## config.mk

```make
export PLATFORM = sky130hd
export DESIGN_NAME = mixer_frame_ctrl
export DESIGN_NICKNAME = d
export VERILOG_FILES = /design/src/rtl/mixer_frame_ctrl_pkg.sv /design/src/rtl/mixer_frame_fifo.sv /design/src/rtl/mixer_frame_ctrl.sv
export SDC_FILE = /design/constraint.sdc
export NUM_CORES = 1
export LEC_CHECK = 0
export ABC_AREA = 1
export CAP_MARGIN = 20
export CORE_MARGIN = 3
export CORE_UTILIZATION = 33
export CTS_CLUSTER_SIZE = 40
export DETAILED_ROUTE_END_ITERATION = 12
export GPL_ROUTABILITY_DRIVEN = 0
export PLACE_DENSITY = 0.57
export SYNTH_ARGS = -nofsm -noshare
export SYNTH_HDL_FRONTEND = slang
export SYNTH_SLANG_ARGS = --single-unit
export TNS_END_PERCENT = 1
```

## constraint.sdc

```tcl
create_clock -name i_clk -period 5.2 [get_ports i_clk]
set_input_delay 0.52 -clock i_clk [delete_from_list [all_inputs] [get_ports i_clk]]
set_output_delay 0.52 -clock i_clk [all_outputs]
set_load 0.005 [all_outputs]
```

## src/rtl/mixer_frame_ctrl_pkg.sv

```systemverilog
// Shared types and defaults for the TX frame controller that drives the DDFS/MIXER pair.
package mixer_frame_ctrl_pkg;
    localparam int DEF_DW        = 18;
    localparam int DEF_FRAME_LEN = 2048;

    typedef enum logic [2:0] {
        ST_IDLE,
        ST_FILL,
        ST_RUN,
        ST_DRAIN,
        ST_DONE
    } state_t;
endpackage

```

## src/rtl/mixer_frame_fifo.sv

```systemverilog
// Small synchronous FIFO buffering SRRC samples ahead of the mixer; head is read combinationally.
module mixer_frame_fifo #(
    parameter  int DEPTH = 8,
    parameter  int DW    = 18,
    localparam int AW    = $clog2(DEPTH)
) (
    input  logic          i_clk,
    input  logic          i_rst_n,
    input  logic          i_push,
    input  logic [DW-1:0] i_data,
    input  logic          i_pop,
    output logic [DW-1:0] o_head,
    output logic          o_full,
    output logic          o_empty,
    output logic [AW:0]   o_count
);
    logic [DW-1:0] r_mem [DEPTH];
    logic [AW:0]   r_wptr;
    logic [AW:0]   r_rptr;
    logic          w_wr;
    logic          w_rd;

    // A push into a full FIFO is legal when a pop frees the slot in the same cycle.
    assign w_rd = i_pop && !o_empty;
    assign w_wr = i_push && (!o_full || w_rd);

    always_ff @(posedge i_clk or negedge i_rst_n) begin
        if (!i_rst_n) begin
            r_wptr <= '0;
            r_rptr <= '0;
        end else begin
            if (w_wr) r_wptr <= r_wptr + 1'b1;
            if (w_rd) r_rptr <= r_rptr + 1'b1;
        end
    end

    always_ff @(posedge i_clk) begin
        if (w_wr) r_mem[r_wptr[AW-1:0]] <= i_data;
    end

    assign o_count = r_wptr - r_rptr;
    assign o_full  = (o_count == (AW+1)'(DEPTH));
    assign o_empty = (r_wptr == r_rptr);
    assign o_head  = r_mem[r_rptr[AW-1:0]];
endmodule

```

## src/rtl/mixer_frame_ctrl.sv

```systemverilog
// Sequences one TX frame: buffers SRRC samples, gates the shared DDFS/MIXER enable and tags Mout.
// The carrier only advances when a sample is issued, so starvation never breaks phase coherence.
module mixer_frame_ctrl
    import mixer_frame_ctrl_pkg::*;
#(
    parameter int DW         = DEF_DW,
    parameter int FRAME_LEN  = DEF_FRAME_LEN,
    parameter int FIFO_DEPTH = 8,
    parameter int FILL_LVL   = 4,
    parameter int MIX_LAT    = 1
) (
    input  logic          i_clk,
    input  logic          i_reset,
    input  logic          i_start,
    input  logic          i_s_valid,
    input  logic [DW-1:0] i_s_data,
    output logic          o_s_ready,
    output logic          o_phase_clr,
    output logic          o_mix_en,
    output logic [DW-1:0] o_mix_modin,
    input  logic [DW-1:0] i_mix_mout,
    output logic          o_m_valid,
    output logic [DW-1:0] o_m_data,
    output logic          o_busy,
    output logic          o_done,
    output logic          o_underrun
);
    localparam int CW = $clog2(FRAME_LEN + 1);
    localparam int PW = $clog2(FIFO_DEPTH) + 1;
    localparam logic [CW-1:0]      LAST     = CW'(FRAME_LEN);
    localparam logic [CW-1:0]      LAST_M1  = CW'(FRAME_LEN - 1);
    localparam logic [MIX_LAT:1]   VLD_TAIL = MIX_LAT'(1) << (MIX_LAT - 1);

    state_t          r_state;
    state_t          w_nxt;
    logic [CW-1:0]   r_acc_cnt;
    logic [CW-1:0]   r_iss_cnt;
    logic [CW-1:0]   w_acc_nxt;
    logic [PW-1:0]   w_fifo_cnt;
    logic [PW:0]     w_occ_nxt;
    logic            w_full;
    logic            w_empty;
    logic            w_push;
    logic            w_mix_en;
    logic            w_s_ready;
    logic            w_acc_open;
    logic            w_fill_ok;
    logic            w_last_iss;
    logic            w_drain_ok;
    logic            w_start_ok;
    logic [DW-1:0]   w_head;
    logic [DW-1:0]   r_modin_hold;
    logic [DW-1:0]   r_m_data;
    logic [MIX_LAT:1] r_vld_pipe;
    logic            r_phase_clr;
    logic            r_underrun;

    mixer_frame_fifo #(.DEPTH(FIFO_DEPTH), .DW(DW)) u_fifo (
        .i_clk   (i_clk),
        .i_rst_n (i_reset),
        .i_push  (w_push),
        .i_data  (i_s_data),
        .i_pop   (w_mix_en),
        .o_head  (w_head),
        .o_full  (w_full),
        .o_empty (w_empty),
        .o_count (w_fifo_cnt)
    );

    assign w_start_ok = (r_state == ST_IDLE) && i_start;
    assign w_acc_open = (r_acc_cnt != LAST);
    assign w_push     = i_s_valid && w_s_ready;
    assign w_acc_nxt  = r_acc_cnt + CW'(w_push);
    assign w_occ_nxt  = {1'b0, w_fifo_cnt} + (PW+1)'(w_push);
    // Count this cycle's push so RUN starts the cycle after the FILL_LVL-th accept.
    assign w_fill_ok  = (w_occ_nxt >= (PW+1)'(FILL_LVL)) || (w_acc_nxt == LAST);
    assign w_last_iss = w_mix_en && (r_iss_cnt == LAST_M1);
    // Nothing is issued in DRAIN, so the newest in-flight bit reaching the output is the last sample.
    assign w_drain_ok = (r_vld_pipe == VLD_TAIL);

    always_ff @(posedge i_clk or negedge i_reset) begin
        if (!i_reset) r_state <= ST_IDLE;
        else          r_state <= w_nxt;
    end

    always_comb begin
        w_nxt = r_state;
        case (r_state)
            ST_IDLE:  if (i_start)    w_nxt = ST_FILL;
            ST_FILL:  if (w_fill_ok)  w_nxt = ST_RUN;
            ST_RUN:   if (w_last_iss) w_nxt = ST_DRAIN;
            ST_DRAIN: if (w_drain_ok) w_nxt = ST_DONE;
            ST_DONE:                  w_nxt = ST_IDLE;
            default:                  w_nxt = ST_IDLE;
        endcase
    end

    always_comb begin
        w_mix_en  = 1'b0;
        w_s_ready = 1'b0;
        o_busy    = 1'b1;
        o_done    = 1'b0;
        case (r_state)
            ST_IDLE: o_busy = 1'b0;
            ST_FILL: w_s_ready = w_acc_open && !w_full;
            ST_RUN: begin
                w_mix_en  = !w_empty;
                w_s_ready = w_acc_open && (!w_full || !w_empty);
            end
            ST_DONE: o_done = 1'b1;
            default: ;
        endcase
    end

    always_ff @(posedge i_clk or negedge i_reset) begin
        if (!i_reset) begin
            r_acc_cnt    <= '0;
            r_iss_cnt    <= '0;
            r_phase_clr  <= 1'b0;
            r_underrun   <= 1'b0;
            r_modin_hold <= '0;
            r_m_data     <= '0;
            r_vld_pipe   <= '0;
        end else begin
            r_phase_clr <= w_start_ok;
            if (w_start_ok) begin
                r_acc_cnt  <= '0;
                r_iss_cnt  <= '0;
                r_underrun <= 1'b0;
            end else begin
                if (w_push)   r_acc_cnt <= r_acc_cnt + 1'b1;
                if (w_mix_en) r_iss_cnt <= r_iss_cnt + 1'b1;
                if ((r_state == ST_RUN) && w_empty) r_underrun <= 1'b1;
            end
            if (w_mix_en)  r_modin_hold <= w_head;
            if (o_m_valid) r_m_data     <= i_mix_mout;
            r_vld_pipe[1] <= w_mix_en;
            for (int k = 2; k <= MIX_LAT; k++) r_vld_pipe[k] <= r_vld_pipe[k-1];
        end
    end

    assign o_s_ready   = w_s_ready;
    assign o_phase_clr = r_phase_clr;
    assign o_mix_en    = w_mix_en;
    assign o_mix_modin = w_mix_en ? w_head : r_modin_hold;
    assign o_m_valid   = r_vld_pipe[MIX_LAT];
    assign o_m_data    = r_m_data;
    assign o_underrun  = r_underrun;
endmodule

```

==> results of run 1 <==
[cells in the final DEF (no fill, tap or decap), types with 7 or more instances in the layout]
cell / count
edfxtp_1: 144
nand2_1: 126
nor2_1: 107
o21ai_0: 84
clkdlybuf4s50_1: 81
dfrtp_1: 73
inv_1: 42
nand3_1: 41
clkbuf_16: 24
o22ai_1: 19
o221ai_1: 18
o211ai_1: 18
mux2_2: 18
xor2_1: 14
ha_1: 12
a21oi_1: 11
nor3_1: 10
buf_4: 10
nor2_2: 9
clkbuf_1: 9
nand4_1: 8
o21ai_2: 7
[worst register-to-register path, delay by kind of cell (launching register included)]
kind / cells / cell delay, ps
fa+ha+maj: 4 / 1150
simple gates: 14 / 1500
compound gates: 1 / 130
flops: 1 / 410
buf+inv: 3 / 390
[final timing paths]
kind                                   from               end
hold reg to reg             r_modin_hold[9]   r_modin_hold[9]
setup reg to reg           u_fifo.r_wptr[0]        r_state[0]
hold / removal                      i_reset      r_acc_cnt[8]
max in group asynchronous           i_reset  u_fifo.r_rptr[0]
setup / recovery           u_fifo.r_rptr[1]   o_mix_modin[16]
min in group i_clk          r_modin_hold[9]   r_modin_hold[9]
[flip-flops by register name (all words and copies together) (netlist names)]
name	flops
u_fifo.r_mem	144
o_m_data	18
r_modin_hold	18
r_acc_cnt	12
r_iss_cnt	12
u_fifo.r_rptr	4
u_fifo.r_wptr	4
r_state	3
o_m_valid	1
o_phase_clr	1
o_underrun	1
[per-layer routing]
| layer | track usage | vias up | routed length [µm] |
|---|---|---|---|
| li1 | - | 3074 | - |
| met1 | 0.189 | 3003 | 9510 |
| met2 | 0.225 | 193 | 9590 |
| met3 | 0.0260 | 32 | 1350 |
| met4 | 0.0372 | 0 | 492 |
| met5 | 0 | - | 0 |
[repair_timing]
action                                 CTS  global route
gates resized for setup                  0             0
endpoints found under the hold margin   13             0
hold buffers                             1             0
[report_power, final]
group | switching (mW) | internal, mW | total [mW]
logic | 1.39 | 0.991 | 2.38
clock network | 0.674 | 0.979 | 1.65
registers | 0.180 | 2.20 | 2.38
total | 2.25 | 4.17 | 6.41
[layout make-up]
type / instances / area share
flip-flops and latches: 218 / 0.540
multi-input cells: 519 / 0.249
repair buffers: 97 / 0.0861
clock buffers: 38 / 0.0615
well taps: 378 / 0.0414
inverters: 46 / 0.0151
clock inverters: 6 / 0.00613
[cells by family after synthesis]
logic type                 count (synthesis)
DFF                                      218
AOI/OAI and AO/OA                        164
buffers and inverters                     85
xor gates and xnor gates                  16
and+or+nand+nor                          308
muxes                                     18
adders and majority gates                 13
[stage by stage]
step	cell area [µm²]	instances	hold WS, ps	util
floorplan	9360	822	224	-
global placement	10600	1252	385	0.379
detailed placement	10600	1256	387	0.382
CTS	11400	1301	378	0.410
global route	11400	1302	391	0.410
finish	11400	1302	391	0.410
==> summary.md, run 1 <==
| Metric | Value |
|---|---|
| Outcome | `complete, no violations` |
| Slowest library cell on the worst path | `nor2_4` |
| Number of global-route vias before repair | `~6.3k` |
| Crit path DAT | `3590 ps` |
| Postcts setup bufs | `0` |
| DIE AREA | `between 0.03 and 0.04 mm²` |
| Mux share of post-synthesis cell area | `0.0217` |
| N_diodes | `0` |
| Routed wire length | `around 21 mm` |
| Worst-Skew Late Latency | `around 520 ps` |
| Setup slack, reg-to-reg | `between 1500 and 2000 ps` |
| Via density | `just under 5` |
| Post-synth top area cell | `edfxtp_1` |
| Share of cells above drive strength 1 | `0.106` |
| DRC | `0` |
| Setup_tns | `0 ps` |
| Class of the worst hold path | `input pin to async pin` |
| Synth Area in Compound Gates | `0.109` |
| Count leader, synth | `edfxtp_1` |
| Global-route wire length before repair | `around 34 mm` |
| Seq/Total Area, Yosys | `0.660` |
| CTS Buffer Depth | `3` |
| WL/cell | `between 15 and 20 µm` |
| Ys Warns | `0` |
| Pre-CTS worst setup slack | `1530 ps` |
| Yosys reg bits | `~220` |
| Rel. slew slack | `0.305` |
| TritonCTS clock tree | `done` |
| Main synth FF type | `edfxtp_1` |
| RSZ-0062 raised after global routing | `false` |
| H-tree depth | `1` |
| Setup WS post-layout | `about 1100 ps` |
| Crit path depth | `9` |
| Final setup violating endpoints | `0` |
| P_leak | `around 4.2 nW` |
| CP top delay family | `simple AND/OR/NAND/NOR gates` |
| Via Count | `between 6k and 7k` |
| Effective utilization at floorplan | `0.336` |
| Multi-input logic area | `0.00285 mm²` |
| WP buf/inv | `3` |
| EDFF count, synth | `about 140` |
| Area delta synth->final | `22.2%` |
| Final Cycle Share | `0.791` |
| Synthesized Nets | `slightly below 900` |
| Minimum clock period | `4110 ps` |
| Global Route Usage Sum | `0.138` |
| CTS root buf | `clkbuf_16` |
| Crit-path max FO | `40` |
| DRT Pass-1 Iters | `5` |
| Final Hold Viols | `0` |
| Total Nets Final | `~960` |
| GRT overflow | `0` |
| Cells after Synth | `~820` |
| Worst setup SP type | `flop` |
| Worst Max-Slew Pin Slew | `approximately 1000 ps` |
| Max Cap Viol | `0` |
| Initial antenna violation count | `0` |
| Synth top cells by count | `edfxtp_1, nand2_1, nor2_1` |
| Max Freq | `0.243 GHz` |
| Port Buffers | `slightly above 80` |
| Synth Cell Area | `0.00936 mm²` |
| Area contributors post-synth | `edfxtp_1, dfrtp_1, nand2_1, nor2_1, o21ai_0` |
| Total power | `roughly 6.4 mW` |
| Slowest stage delay, CP | `about 700 ps` |
| CP Class | `flop to primary output` |
| CTS buffer count | `24` |
| Crit. End Element | `primary output` |
| Die Span X | `between 150 and 200 µm` |
| Simple-Gate Fraction of Synth Area | `0.138` |
| Storage cell area | `between 0.006 and 0.007 mm²` |
| WP data required | `~4700 ps` |
| Synth top area share | `0.462` |
| R2R cell count | `22` |
| Ordered cell list for the critical path | `buf_4 > inv_1 > ha_1 > nand2_1 > nor2_1 > nor2_4 > o211ai_1 > nand2_1 > clkdlybuf4s50_1` |
| Crit-path most repeated cell | `nand2_1` |
| Async set-reset flop share out of synthesis | `0.339` |
| Core area | `about 0.028 mm²` |
| Clock Pin Slew Worst Setup and Hold Paths | `roughly 60 ps` |
| Worst VDD drop | `~0.37 mV` |
| Initial drt markers | `549` |
| Skew final | `between 10 and 15 ps` |
| Clk sinks | `around 220` |
| Power Density | `roughly 560 mW/mm²` |
| Largest net degree at the start of global routing | `76` |
| Antenna Nets Post-Route | `0` |
| Hpwl dp | `~12 mm` |
| Max Slew Vio Count | `0` |
| Post-Synth Adder-Cell Area | `0.0182` |
| I/O Pins | `83` |
| Syn_area_per_cell | `between 10 and 15 µm²` |
| Largest family of logic cells by synthesized area | `simple AND/OR/NAND/NOR gates` |
| Post-synthesis xor/xnor area fraction | `0.0158` |
| Number of library cell types mapped by synthesis | `38` |
| Rows | `around 60` |
| Fillers | `between 2k and 3k` |
| Die Y-Extent | `~170 µm` |
No activity file was read; power rests on OpenSTA's default activity.
==> run 2: changes to the inputs <==
==> constraint.sdc (replaced) <==
create_clock -name i_clk -period 4.2 [get_ports i_clk]
set_input_delay 0.42 -clock i_clk [delete_from_list [all_inputs] [get_ports i_clk]]
set_output_delay 0.42 -clock i_clk [all_outputs]
set_load 0.005 [all_outputs]
==> run 2 against run 1 <==
  * Power up 23%
  * Combinational power rose by 25%
  * Critical path depth increased by 1
  * Global-route usage decreased by 0.15 points
  * Clock power up 22%
  * Worst setup slack worse by 660 ps
  * Wire length decreased by 0.20%
  * Sequential power increased by 23%
  * Hold slack worse by 15 ps
  * Final cell count up 0.46%
  * Core utilization rose by 0.072 points
==> summary.md, run 2 (synthesis gave the netlist of run 1 again) <==
| Metric | Value |
|---|---|
| Outcome | `complete, no violations (unchanged)` |
| Via Count | `6337 (was 6302)` |
| GRT overflow | `0 (unchanged)` |
| Max reg flops | `144 (unchanged)` |
| Area delta synth->final | `22.4% (was 22.2%)` |
| WP data required | `3780 ps (was 4680 ps)` |
| Share of cells above drive strength 1 | `0.115 (was 0.106)` |
| Largest net degree at the start of global routing | `76 (unchanged)` |
| CP top delay family | `buffers and inverters (was simple AND/OR/NAND/NOR gates)` |
| Layout Utilization | `0.411 (was 0.410)` |
| Max Freq | `around 0.26 GHz` |
| DRC | `0 (unchanged)` |
| Minimum clock period | `roughly 3800 ps` |
| WP buf/inv | `4 (was 3)` |
| Die Y-Extent | `174 µm (unchanged)` |
| CP Class | `flop to primary output (unchanged)` |
| Worst setup SP type | `flop (unchanged)` |
| PostCTS Resize Cnt | `0 (unchanged)` |
| Worst-Skew Late Latency | `530 ps (was 520 ps)` |
| CTS Buffer Depth | `3 (unchanged)` |
| DIE AREA | `0.0304 mm² (unchanged)` |
| Sw frac | `0.351 (was 0.350)` |
| Multi-input logic area | `0.00285 mm² (unchanged)` |
| Clock Pin Slew Worst Setup and Hold Paths | `60 ps (about the same)` |
| WL/cell | `16.0 µm (was 16.1 µm)` |
| Int Power | `5.14 mW (was 4.17 mW)` |
| Setup slack, reg-to-reg | `490 ps (was 1530 ps)` |
| Routed wire length | `20.9 mm (about the same)` |
| Initial drt markers | `385 (was 549)` |
| Global Route Usage Sum | `0.136 (was 0.138)` |
| Core area | `0.0279 mm² (unchanged)` |
| Postcts setup bufs | `0 (unchanged)` |
| Final setup violating endpoints | `0 (unchanged)` |
| Effective utilization at floorplan | `0.336 (unchanged)` |
| Clk pwr share | `0.256 (was 0.258)` |
| Die Span X | `174 µm (unchanged)` |
| N_diodes | `0 (unchanged)` |
| Storage cell area | `0.00618 mm² (unchanged)` |
| Initial antenna violation count | `0 (unchanged)` |
| Most frequent cells in the layout | `edfxtp_1, nand2_1, nor2_1 (unchanged)` |
| Via density | `4.84 (about the same)` |
| Clk sinks | `218 (unchanged)` |
| CTS buffer count | `24 (unchanged)` |
| Skew final | `15.5 ps (was 13.4 ps)` |
| Worst Max-Slew Pin Slew | `919 ps (was 1040 ps)` |
| Rows | `61 (unchanged)` |
| Global-route wire length before repair | `33.5 mm (was 34.0 mm)` |
| Slowest stage delay, CP | `500 ps (was 700 ps)` |
| CTS root buf | `clkbuf_16 (unchanged)` |
| R2R cell count | `22 (unchanged)` |
| Final Hold Viols | `0 (unchanged)` |
| Worst VDD drop | `0.375 mV (was 0.367 mV)` |
| Setup_tns | `0 ps (unchanged)` |
| RSZ-0062 raised after global routing | `false (unchanged)` |
| Crit path depth | `10 (was 9)` |
| Fin cells | `1308 (was 1302)` |
| Slowest library cell on the worst path | `clkdlybuf4s50_1 (was nor2_4)` |
| H-tree depth | `1 (unchanged)` |
| Placed instance count | `1262 (was 1256)` |
| Final Cycle Share | `0.899` |
| P_leak | `4.26 nW (was 4.22 nW)` |
| Crit path DAT | `3360 ps (was 3590 ps)` |
| DRT Pass-1 Iters | `5 (unchanged)` |
| Crit-path max FO | `23 (was 40)` |
| Cts hold-fix bufs | `0 (was 1)` |
| Total Nets Final | `965 (was 959)` |
| Rel. slew slack | `0.385 (was 0.305)` |
| TritonCTS clock tree | `done (unchanged)` |
| Ordered cell list for the critical path | `buf_4 > inv_1 > ha_1 > nand2_1 > nor2_1 > nor2_4 > buf_4 > o211ai_1 > nand2_1 > clkdlybuf4s50_1 (was buf_4 > inv_1 > ha_1 > nand2_1 > nor2_1 > nor2_4 > o211ai_1 > nand2_1 > clkdlybuf4s50_1)` |
| Antenna Nets Post-Route | `0 (unchanged)` |
| Commonest non-fill, non-tap cell in the layout | `edfxtp_1 (unchanged)` |
| Part of the power in registers | `0.369 (was 0.370)` |
| Fillers | `2631 (was 2616)` |
| Hpwl dp | `12.6 mm (was 12.5 mm)` |
| Crit. End Element | `primary output (unchanged)` |
| Max Slew Vio Count | `0 (unchanged)` |
| Power Density | `691 mW/mm² (was 561 mW/mm²)` |
| Port Buffers | `82 (unchanged)` |
| I/O Pins | `83 (unchanged)` |
| NetSw | `2.78 mW (was 2.25 mW)` |
| Logic pwr share | `0.375 (was 0.372)` |
| Number of global-route vias before repair | `6243 (was 6277)` |
| Total power | `7.91 mW (was 6.41 mW)` |
| Max Cap Viol | `0 (unchanged)` |
| Class of the worst hold path | `input pin to async pin (unchanged)` |
run 2: worst paths after layout:
path	from	to
worst max-delay path	u_fifo.r_rptr[1]	o_mix_modin[4]
worst min-delay path	i_reset	o_m_data[12]
worst max register to register	u_fifo.r_wptr[0]	r_state[0]
worst min register to register	r_modin_hold[9]	r_modin_hold[9]
max in group asynchronous	i_reset	u_fifo.r_rptr[0]
min in group i_clk	r_modin_hold[9]	r_modin_hold[9]
run 2: layout make-up:
cell class              count  area share
well taps                 378      0.0413
clock inverters            14      0.0102
inverters                  46      0.0151
flip-flops and latches    218       0.539
multi-input cells         519       0.249
repair buffers            103      0.0872
clock buffers              30      0.0579
run 2: routing by layer:
layer  vias up  global-route usage  part of all wire
met4         0              0.0456             0.027
met2       178               0.219              0.45
met3        41              0.0256             0.053
met5         -                   0                 0
met1      3036               0.186              0.47
li1       3082                   -                 -
run 2: metrics by stage:
stage	area [µm²]	worst slack [ps]	hold slack [ps]
6_report	11500	423	376
3_3_place_gp	10600	634	457
3_5_place_dp	10600	502	463
2_1_floorplan	9360	818	124
4_1_cts	11400	366	122
5_1_grt	11500	48.2	416
run 2: power by group through the flow:
stage	Combinational, mW	Sequential, mW	Clock (mW)
2_1_floorplan	1.84	2.93	0
3_3_place_gp	2.97	2.96	0
3_5_place_dp	3.00	2.97	0
4_1_cts	3.01	2.92	2.09
5_1_grt	3.33	2.97	2.17
6_report	2.97	2.92	2.02
